==> config.mk <==
export PLATFORM = sky130hd
export DESIGN_NAME = seven_seg_scan_ctrl
export DESIGN_NICKNAME = d
export VERILOG_FILES = /design/src/rtl/seven_seg_scan_ctrl.sv
export SDC_FILE = /design/constraint.sdc
export NUM_CORES = 1
export LEC_CHECK = 0
export ABC_AREA = 1
export BUFFER_PORTS_ARGS = -buffer_cell sky130_fd_sc_hd__buf_2
export CAP_MARGIN = 20
export CORE_UTILIZATION = 50
export DETAILED_ROUTE_END_ITERATION = 7
export MAX_ROUTING_LAYER = met4
export PLACE_DENSITY = 0.72
export SLEW_MARGIN = 10
export SYNTH_ARGS = -nofsm -noshare
export SYNTH_HDL_FRONTEND = slang
export SYNTH_SLANG_ARGS = --single-unit
==> constraint.sdc <==
create_clock -name clk -period 1.9 [get_ports clk]
set_input_delay 0.285 -clock clk [delete_from_list [all_inputs] [get_ports clk]]
set_output_delay 0.285 -clock clk [all_outputs]
set_load 0.02 [all_outputs]
==> src/rtl/seven_seg_scan_ctrl.sv <==
// Multiplexed seven-segment scan controller with double-buffered digit data.
// Optional leading-zero suppression is enabled by defining SEVEN_SEG_LEADING_ZERO_BLANK_EN.
module seven_seg_scan_ctrl #(
  parameter int NUM_DIGITS   = 4,
  parameter int REFRESH_DIV  = 50000,
  parameter int BLANK_CYCLES = 4
) (
  input  logic                    clk,
  input  logic                    rst,
  input  logic                    load,
  input  logic [4*NUM_DIGITS-1:0] data_in,
  input  logic [NUM_DIGITS-1:0]   blank_mask,
  output logic [3:0]              num,
  input  logic [6:0]              seg_in,
  output logic [6:0]              seg_out,
  output logic [NUM_DIGITS-1:0]   dig_en,
  output logic                    upd_pending,
  output logic                    frame_start
);

  localparam int CNT_MAX = (REFRESH_DIV > BLANK_CYCLES) ? REFRESH_DIV : BLANK_CYCLES;
  localparam int CNT_W   = $clog2(CNT_MAX);
  localparam int IDX_W   = $clog2(NUM_DIGITS);
  localparam logic [CNT_W-1:0] DISP_LAST  = CNT_W'(REFRESH_DIV - 1);
  localparam logic [CNT_W-1:0] BLANK_LAST = CNT_W'(BLANK_CYCLES - 1);
  localparam logic [IDX_W-1:0] IDX_LAST   = IDX_W'(NUM_DIGITS - 1);

  typedef enum logic {DISP = 1'b0, BLANK = 1'b1} state_t;

  state_t                       state_q, state_d;
  logic [IDX_W-1:0]             idx_q, idx_d;
  logic [CNT_W-1:0]             cnt_q, cnt_d;
  logic [NUM_DIGITS-1:0][3:0]   shadow_q, shadow_d;
  logic [NUM_DIGITS-1:0][3:0]   pending_q, pending_d;
  logic                         upd_q, upd_d;
  logic [6:0]                   seg_q, seg_d;
  logic [NUM_DIGITS-1:0]        en_q, en_d;
  logic                         fs_q, fs_d;
  logic [NUM_DIGITS-1:0]        suppress;
  logic                         frame_bnd;

`ifdef SEVEN_SEG_LEADING_ZERO_BLANK_EN
  logic lz_run;

  // A digit is dark when it and every more-significant digit hold zero.
  always_comb begin
    suppress = '0;
    lz_run   = 1'b1;
    for (int i = NUM_DIGITS - 1; i >= 1; i--) begin
      lz_run      = lz_run & (shadow_q[i] == 4'd0);
      suppress[i] = lz_run;
    end
  end
`else
  always_comb begin
    suppress = '0;
  end
`endif

  always_comb begin
    state_d   = state_q;
    idx_d     = idx_q;
    cnt_d     = cnt_q + 1'b1;
    shadow_d  = shadow_q;
    pending_d = pending_q;
    upd_d     = upd_q;
    seg_d     = '0;
    en_d      = '0;
    fs_d      = 1'b0;
    frame_bnd = 1'b0;

    case (state_q)
      DISP: begin
        if (!blank_mask[idx_q] && !suppress[idx_q]) begin
          seg_d       = seg_in;
          en_d[idx_q] = 1'b1;
        end
        if (cnt_q == DISP_LAST) begin
          state_d = BLANK;
          cnt_d   = '0;
        end
      end
      BLANK: begin
        if (cnt_q == BLANK_LAST) begin
          state_d   = DISP;
          cnt_d     = '0;
          frame_bnd = (idx_q == IDX_LAST);
          idx_d     = frame_bnd ? '0 : idx_q + 1'b1;
        end
      end
      default: ;
    endcase

    // Shadow swaps before a coincident load lands, so the old pending is shown first.
    if (frame_bnd) begin
      fs_d = 1'b1;
      if (upd_q) begin
        shadow_d = pending_q;
        upd_d    = 1'b0;
      end
    end
    if (load) begin
      pending_d = data_in;
      upd_d     = 1'b1;
    end
  end

  always_ff @(posedge clk or posedge rst) begin
    if (rst) begin
      state_q   <= DISP;
      idx_q     <= '0;
      cnt_q     <= '0;
      shadow_q  <= '0;
      pending_q <= '0;
      upd_q     <= 1'b0;
      seg_q     <= '0;
      en_q      <= '0;
      fs_q      <= 1'b0;
    end else begin
      state_q   <= state_d;
      idx_q     <= idx_d;
      cnt_q     <= cnt_d;
      shadow_q  <= shadow_d;
      pending_q <= pending_d;
      upd_q     <= upd_d;
      seg_q     <= seg_d;
      en_q      <= en_d;
      fs_q      <= fs_d;
    end
  end

  assign num         = shadow_q[idx_q];
  assign seg_out     = seg_q;
  assign dig_en      = en_q;
  assign upd_pending = upd_q;
  assign frame_start = fs_q;

endmodule

Yosys cells after proc, flatten, opt, wreduce, memory -nomap -nowiden
Index checks and enable logic that the tools add are counted.

Bitwise operators: 1. Equality and inequality tests: 3. Multiplexer cells: 24. Add/sub/neg operators: 2. Magnitude comparators: 2. Reduce and logical (&&, ||, !) cells: 7.

Operators by type and width (count): $mux 16 (2); $pmux 16 s2 (1); $add 16x1->16 const B (1); $eq 16x16->1 const B (1); $eq 16x2->1 const B (1); $mux 7 (2); $mux 4 (3); $mux 1 (10); $bmux 4 s2 (1); $bmux 1 s2 (2); $reduce_and 2->1 (2); $lt 2x3->1 const B (1); $add 2x1->2 const B (1); $demux 1 s2 (1); $eq 2x2->1 const B (1); $ge 2x1->1 const B (1); $logic_and 1x1->1 (2); $logic_not 1->1 (2); $mux 2 (1); $pmux 1 s2 (1); $reduce_bool 2->1 (1); $not 1->1 (1).

Bits of input ports: 30. Bits in registers: 64.

Depth between registers and ports, before layout
Gate-level depths: netlist of run 1.

Depth in word-level cells: 6. Mapped depth: 10.

Worst setup path before layout of run 1
No wires, ideal clock.

Path kind: reg2out. From: register idx_q[0]. To: output num[0]. Data arrival time: 1.210 ns. Cell stages (with the launch flop): 5. Slack: 0.405 ns. Path buffers: 1. Data required time: 1.615 ns. Path through: dfrtp_1 inv_1 clkbuf_1 o21ai_0 o22ai_1.

Longest elaborated chain between the ends: 2.

RTL lines: start: declaration (RTL line 31) `logic [IDX_W-1:0] idx_q, idx_d;`; start signal: assignment (RTL line 121) `idx_q <= idx_d;`; $bmux 4 s2 (RTL line 132) `assign num = shadow_q[idx_q];`; $mux 4 (not written as such) (RTL line 132); end: declaration (RTL line 13) `output logic [3:0] num,`.

No other way between the ends. The select of a mux whose other input is x is not followed.

Worst setup path after layout of run 1
From: register idx_q[1]. To: output num[3].

The elaborated chain is that of the path after synthesis.

==> results.md, run 1 <==
- CTS root buffer: clkbuf_8
- Total number of vias: 2363
- Vias in the first global route: 2166
- Post-route minimum period: between 1.5 and 2 ns
- Clock share of power: 48.5%
- Commonest cells post-synth: nand2_1, dfrtp_1, nor2_1
- Register area share after synthesis: 54.4%
- Worst vdd ir: 0.541 mV
- 1st-pass router iterations: 4
- Via-per-instance ratio: 4.92
- Fin. Hold Viols: 0
- P&R area growth vs syn: 19.1%
- Async set-reset flop share out of synthesis: 100%
- Critical path endpoint category: output port
- Crit path cell chain: inv_2, o21ai_0, o22ai_1, buf_2
- Final Skew: 0.0117 ns
- Worst reg-to-reg setup slack: 0.22 ns
- CTS tree: built
- Combinational share of power: under 10%
- Slew HR: 67.3%
- R2r endpoint: shadow_q[4]
- Die ar.: between 6000 and 7000 um^2
- Post-route ant nets: 0
- Max-cap violations: 0
- Unrepaired setup endpoints after global routing: no
- Worst slew pin tran: 0.487 ns
- Io pins: 47
- Setup TNS: 0 ns
- Crit path max fanout: 9
- WL/cell: between 10 and 15 um
- Net Sw Frac: 20.7%
- Reg-to-Reg Start: idx_q[1]
- Rows: 27
- First-pass GRT wire length: 9950 um
- Filler cells: 490
- CP Class: reg2out
- Hold Crit Class: in2reg
- DR iter-0 viols: approximately 140
- Clock Latency Late Sink: between 0.3 and 0.4 ns
- Share of the synthesized area in the top cell type: a little over half
- Hold_sp: data_in[5]
- CTS buffer count: 9
- WHS Endpoint: pending_q[5]
- Sequential share of power: 47.0%
- Initial core utilization: 52.8%
- Worst-path clk slew: 0.07 ns
- Top_reg_cell synth: dfrtp_1
- Net Count, Synth: 384
- Pwr dens: 862 nW/um^2
- Ys Warns: 0
- Dpl hpwl: slightly above 4000 um
- Net Sw Power: 626 uW
- Mapped Area: 2940 um^2
- Master of the slowest instance on the critical path: dfrtp_1
- Syn Area/Cell: 8.43 um^2
- H-tree depth: 3
- Setup crit start kind: flop
- Crit path DAT: 1.51 ns
- I/O Buffers: 46
- Final core occ: between 60% and 70%
- Pint: 2390 uW
- CP max stage delay: 0.49 ns
- Post-Route WL: a little under 6000 um
- # DRC: 0
- Initial antenna violation count: 0
- Fin crit share: 94.6%
- Core area: 5570 um^2
- Seq cells post-synth: 64
- Cell family with the largest share of critical-path delay: flip-flops
- Distinct cell type count after synthesis: 28
- Worst Hold Depth: 3
- Synth area leaders: dfrtp_1, nand2_1, nor2_1, inv_1, nand3_1
- Critical path required time: 1.62 ns
- Post-synth EDFFs: 0
- Die width: 78.7 um
- Fmax: 557 MHz
- Outcome: complete, no violations
- Largest net degree at the start of global routing: 23
- Most frequent cell after synthesis: nand2_1
- Synth area leader: dfrtp_1
- Global placement routability congestion: 0.837
- Gr usage total: 22.1%
- CP bufs+invs: 2
- Final number of setup-violating endpoints: 0
- Total gr overflow: 0
- P_leak: around 0.0019 uW
- Slew Limit Fails: 0
- Worst-case clock buffer depth: 2
- N_diodes: 0
- Share of cells above drive strength 1: 21.1%
- Synth Instances: 349
- Clk sinks: 64
- Nets: 438
- Worst Reg-to-Reg Cells: 6
- Die Y: between 70 and 80 um
what timing repair did:
| item | CTS | global route |
|---|---|---|
| hold buffers | 1 | 0 |
| buffers inserted | 0 | 0 |
| endpoints found under the hold margin | 16 | 0 |
| resized for setup | 2 | 2 |
| setup endpoints to repair | 4 | 18 |
power by group through the flow:
| stage | sequential (uW) | combinational (uW) | clock, uW |
|---|---|---|---|
| after global routing | 1420 | 158 | 1550 |
| final | 1420 | 135 | 1470 |
| after detailed placement | 1450 | 137 | 0 |
| after CTS | 1420 | 139 | 1500 |
| after global placement | 1440 | 133 | 0 |
| after floorplan | 1450 | 64.9 | 0 |
through the flow:
step / instances / hold slack [ns] / setup slack [ns] / power, uW / area, um^2
global route: 480 / 0.137 / 0.0476 / 3130 / 3500
global placement: 463 / 0.280 / 0.276 / 1580 / 3240
floorplan: 349 / 0.391 / 0.0169 / 1520 / 2940
finish: 480 / 0.133 / 0.103 / 3020 / 3500
CTS: 480 / 0.120 / 0.00828 / 3050 / 3500
detailed placement: 463 / 0.286 / 0.193 / 1580 / 3240
how the worst max path moves through the flow:
| stage | slack [ns] | startpoint | cells past startpoint | end |
|---|---|---|---|---|
| floorplan | 0.02 | rst | 1 | cnt_q[0] |
| global placement | 0.28 | idx_q[0] | 4 | num[3] |
| detailed placement | 0.19 | idx_q[0] | 6 | shadow_q[10] |
| CTS | 0.008 | idx_q[1] | 4 | num[3] |
| global route | 0.05 | idx_q[1] | 4 | num[3] |
| finish | 0.10 | idx_q[1] | 4 | num[3] |
cell families after synthesis:
logic type,Yosys count,synth area share [%]
AND/OR/NAND/NOR,207,30.4
flip-flops,64,54.4
buffers and inverters,44,6.72
AO/OA/AOI/OAI,21,3.96
XOR/XNOR,8,2.38
adder cells (fa/ha/maj),5,2.13
per-layer routing:
layer	part of all wire [%]	routed length (um)	global-route usage, %	vias up
li1	-	-	-	1187
met4	1.6	96	10.2	0
met2	43	2500	31.4	66
met5	0	0	-	-
met3	5.3	311	5.75	10
met1	50	2930	29.7	1100
cell type report:
type	count	area, um^2	area share (%)
inverter	34	130	3.71
tap	72	90.1	2.57
clock buffer	11	151	4.32
timing repair buffer	53	285	8.14
sequential	64	1600	45.7
multi-input combinational	241	1140	32.6
clock inverter	5	103	2.93
state kept, by name (all words and copies together) (netlist names):
| name | count |
|---|---|
| state_q | 1 |
| dig_en | 4 |
| seg_out | 7 |
| cnt_q | 16 |
| frame_start | 1 |
| pending_q | 16 |
| idx_q | 2 |
| upd_pending | 1 |
| shadow_q | 16 |
tightest hold or removal path: cells and delay by family:
kind                   cells  cell delay, ns
and+or+nand+nor            2            0.09
buffers and inverters      1            0.07
layout by cell type (no fill, tap or decap), types with 2 or more instances in the layout:
cell | synthesis | layout
buf_2 | 2 | 46
nor2_2 | 5 | 5
clkbuf_8 | 0 | 11
nor2_1 | 54 | 54
nand2_1 | 110 | 110
o21ai_0 | 15 | 15
nor3b_1 | 2 | 2
buf_4 | 1 | 6
dfrtp_1 | 64 | 63
nand2_2 | 3 | 3
bufinv_16 | 0 | 3
nand3_1 | 23 | 23
inv_1 | 32 | 29
inv_2 | 1 | 3
nand4_1 | 2 | 2
nor3_1 | 3 | 3
nor2_4 | 2 | 2
xnor2_1 | 2 | 2
xor2_1 | 6 | 6
ha_1 | 5 | 5
o22ai_1 | 4 | 4
(Power assumes the default switching activity.)
==> inputs of run 2 (changes only) <==
--- a/config.mk
+++ b/config.mk
@@ -8,10 +8,10 @@
 export ABC_AREA = 1
 export BUFFER_PORTS_ARGS = -buffer_cell sky130_fd_sc_hd__buf_2
 export CAP_MARGIN = 20
-export CORE_UTILIZATION = 50
+export CORE_UTILIZATION = 30
 export DETAILED_ROUTE_END_ITERATION = 7
 export MAX_ROUTING_LAYER = met4
-export PLACE_DENSITY = 0.72
+export PLACE_DENSITY = 0.46
 export SLEW_MARGIN = 10
 export SYNTH_ARGS = -nofsm -noshare
 export SYNTH_HDL_FRONTEND = slang
==> run 2 against run 1 <==
- register-to-register slack worse by 0.02 ns
- total power down 15%
- clock power down 32%
- final cell count up 12%
- highest routed layer unchanged
- first-iteration DRC count down 42%
- worst setup slack better by 0.017 ns
- count of clock-buffer cells in the layout down 1
- clock skew down 0.0027 ns
- non-clock buffer count up 1
==> results.md, run 2 (synthesis gave the netlist of run 1 again) <==
- Commonest cells after routing, fill and taps aside: nand2_1, dfrtp_1, nor2_1, buf_2, inv_1
- P&R area growth vs syn: 19.0%
- CP max stage delay: 0.50 ns (about the same)
- Die Y: 101 um (+28%)
- Crit path DAT: 1.49 ns (-0.02 ns)
- # DRC: 0 (unchanged)
- Vias in the first global route: 2289 (+5.7%)
- Crit path cell chain: inv_2, o21ai_0, o22ai_1, buf_2
- CTS tree: built
- Post-route ant nets: 0 (unchanged)
- Initial core utilization: 31.4% (-21 points)
- Share of cells above drive strength 1: 21.1% (+0.052 points)
- Fmax: 562 MHz (+0.97%)
- Setup TNS: 0 ns (unchanged)
- Hold Crit Class: in2async
- Dpl ws: 0.203 ns (+0.00978 ns)
- Post-route setup slack: 0.121 ns (+0.0173 ns)
- First-pass GRT wire length: 11000 um (+11%)
- WL/cell: 12.0 um (-1.2%)
- Top Registers: cnt_q x16, pending_q x16, shadow_q x16
- Master of the slowest instance on the critical path: dfrtp_1
- Core area: 9370 um^2 (+68%)
- Worst slew pin tran: 0.548 ns (+0.0607 ns)
- Io pins: 47 (unchanged)
- Dpl hpwl: 4290 um (+4.3%)
- Unrepaired setup endpoints after global routing: no
- Total gr overflow: 0 (unchanged)
- Post-Route WL: 6440 um (+10%)
- Worst-path clk slew: 0.07 ns (about the same)
- N_diodes: 0 (unchanged)
- Slew Limit Fails: 0 (unchanged)
- Critical path required time: 1.62 ns (about the same)
- Rows: 35 (+30%)
- Cell family with the largest share of critical-path delay: flip-flops
- Initial antenna violation count: 0 (unchanged)
- Total number of vias: 2315 (-2.0%)
- Die ar.: 10200 um^2 (+65%)
- Worst-case clock buffer depth: 2 (unchanged)
- Final number of setup-violating endpoints: 0 (unchanged)
- Global placement routability congestion: 0.806 (-3.7%)
- Outcome: complete, no violations
- Worst vdd ir: 0.367 mV (-32%)
- Clk sinks: 64 (unchanged)
- Via-per-instance ratio: 4.32 (-12%)
- Fin. Hold Viols: 0 (unchanged)
- Gr usage total: 14.7% (-7.4 points)
- P_leak: 0.00189 uW (-1.6%)
- CP Class: reg2out
- Leading cell type in the layout, fill and taps excluded: nand2_1
- Hold Buf Count CTS: 0 (-1)
- Setup crit start kind: flop
- Crit path max fanout: 9 (unchanged)
- Tot Pwr: 2550 uW (-15%)
- CTS root buffer: clkbuf_8
- Nets: 439 (+0.23%)
- Critical path endpoint category: output port
- Final core occ: 37.4% (-26 points)
- Clock Latency Late Sink: 0.34 ns (about the same)
- I/O Buffers: 46 (unchanged)
- DR iter-0 viols: 79 (-42%)
- Post-route minimum period: 1.78 ns (-0.0173 ns)
- Slew HR: 63.2% (-4.1 points)
- Largest net degree at the start of global routing: 65 (+180%)
- Pwr dens: 729 nW/um^2 (-15%)
- Max-cap violations: 0 (unchanged)
- 1st-pass router iterations: 4 (unchanged)
- CP bufs+invs: 2 (unchanged)
- Die width: 101 um (+28%)
- Fin crit share: 93.7% (-0.91 points)
- H-tree depth: 3 (unchanged)
- CTS buffer count: 9 (unchanged)
- Final Skew: 0.00900 ns (-0.00274 ns)
## run 2: cell count changes in the layout (fill, tap and decap cells not counted), sizes merged
cell         previous run  this run
inv                    33        32
buf                    52        54
clkinvlp                1         2
clkinv                  2         4
clkbuf                 11        10
bufinv                  3         0
dlygate4sd3             1         0
## run 2: worst min-delay path: stages
cell and delay [ns]:
buf_2 0.10, inv_2 0.06, buf_12 0.30
## run 2: timing repair
action / CTS / global route
setup endpoints to repair: 4 / 1
buffers inserted: 1 / 2
endpoints found under the hold margin: 0 / 0
gates resized for setup: 3 / 0
## run 2: final cells by class
type                            instances  area [um^2]
Timing Repair Buffer                   54          303
Fill cell                             983         5870
Clock inverter                          4         22.5
Clock buffer                           10          138
Tap cell                              129          161
Inverter                               34          131
Sequential cell                        64         1600
Multi-Input combinational cell        241         1140
## run 2: power by group
group | switching (uW) | leakage (uW) | internal [uW] | total [uW]
registers | 17.7 | 0.000834 | 1400 | 1420
clock network | 513 | 0.0000838 | 487 | 1000
logic | 83.9 | 0.000972 | 50.0 | 134
total | 614 | 0.00189 | 1940 | 2550
## run 2: worst paths after layout
check | start | endpoint | slack [ns] | depth (start not counted)
worst min-delay path | rst | pending_q[7] | 0.01 | 3
min in group clk | data_in[5] | pending_q[5] | 0.14 | 3
worst min register to register | cnt_q[0] | cnt_q[0] | 0.46 | 1
worst max register to register | idx_q[1] | shadow_q[6] | 0.20 | 6
worst max-delay path | idx_q[1] | num[3] | 0.12 | 4
max in group asynchronous | rst | idx_q[0] | 1.58 | 3
## run 2: stage by stage
step,cells,instance area [um^2],hold WS (ns)
final,536,3500,0.0106
after global routing,536,3500,0.0445
after CTS,534,3490,0.0199
after detailed placement,519,3310,0.390
after global placement,519,3310,0.387
after floorplan,349,2940,0.391
## run 2: layer usage
metal  GRT usage [%]  vias to the layer above  wire, um
met5               -                        -         0
met4            4.01                        0        55
met3            4.79                        4       255
met2            22.0                       49      2860
met1            19.0                     1078      3270
li1                -                     1184         -
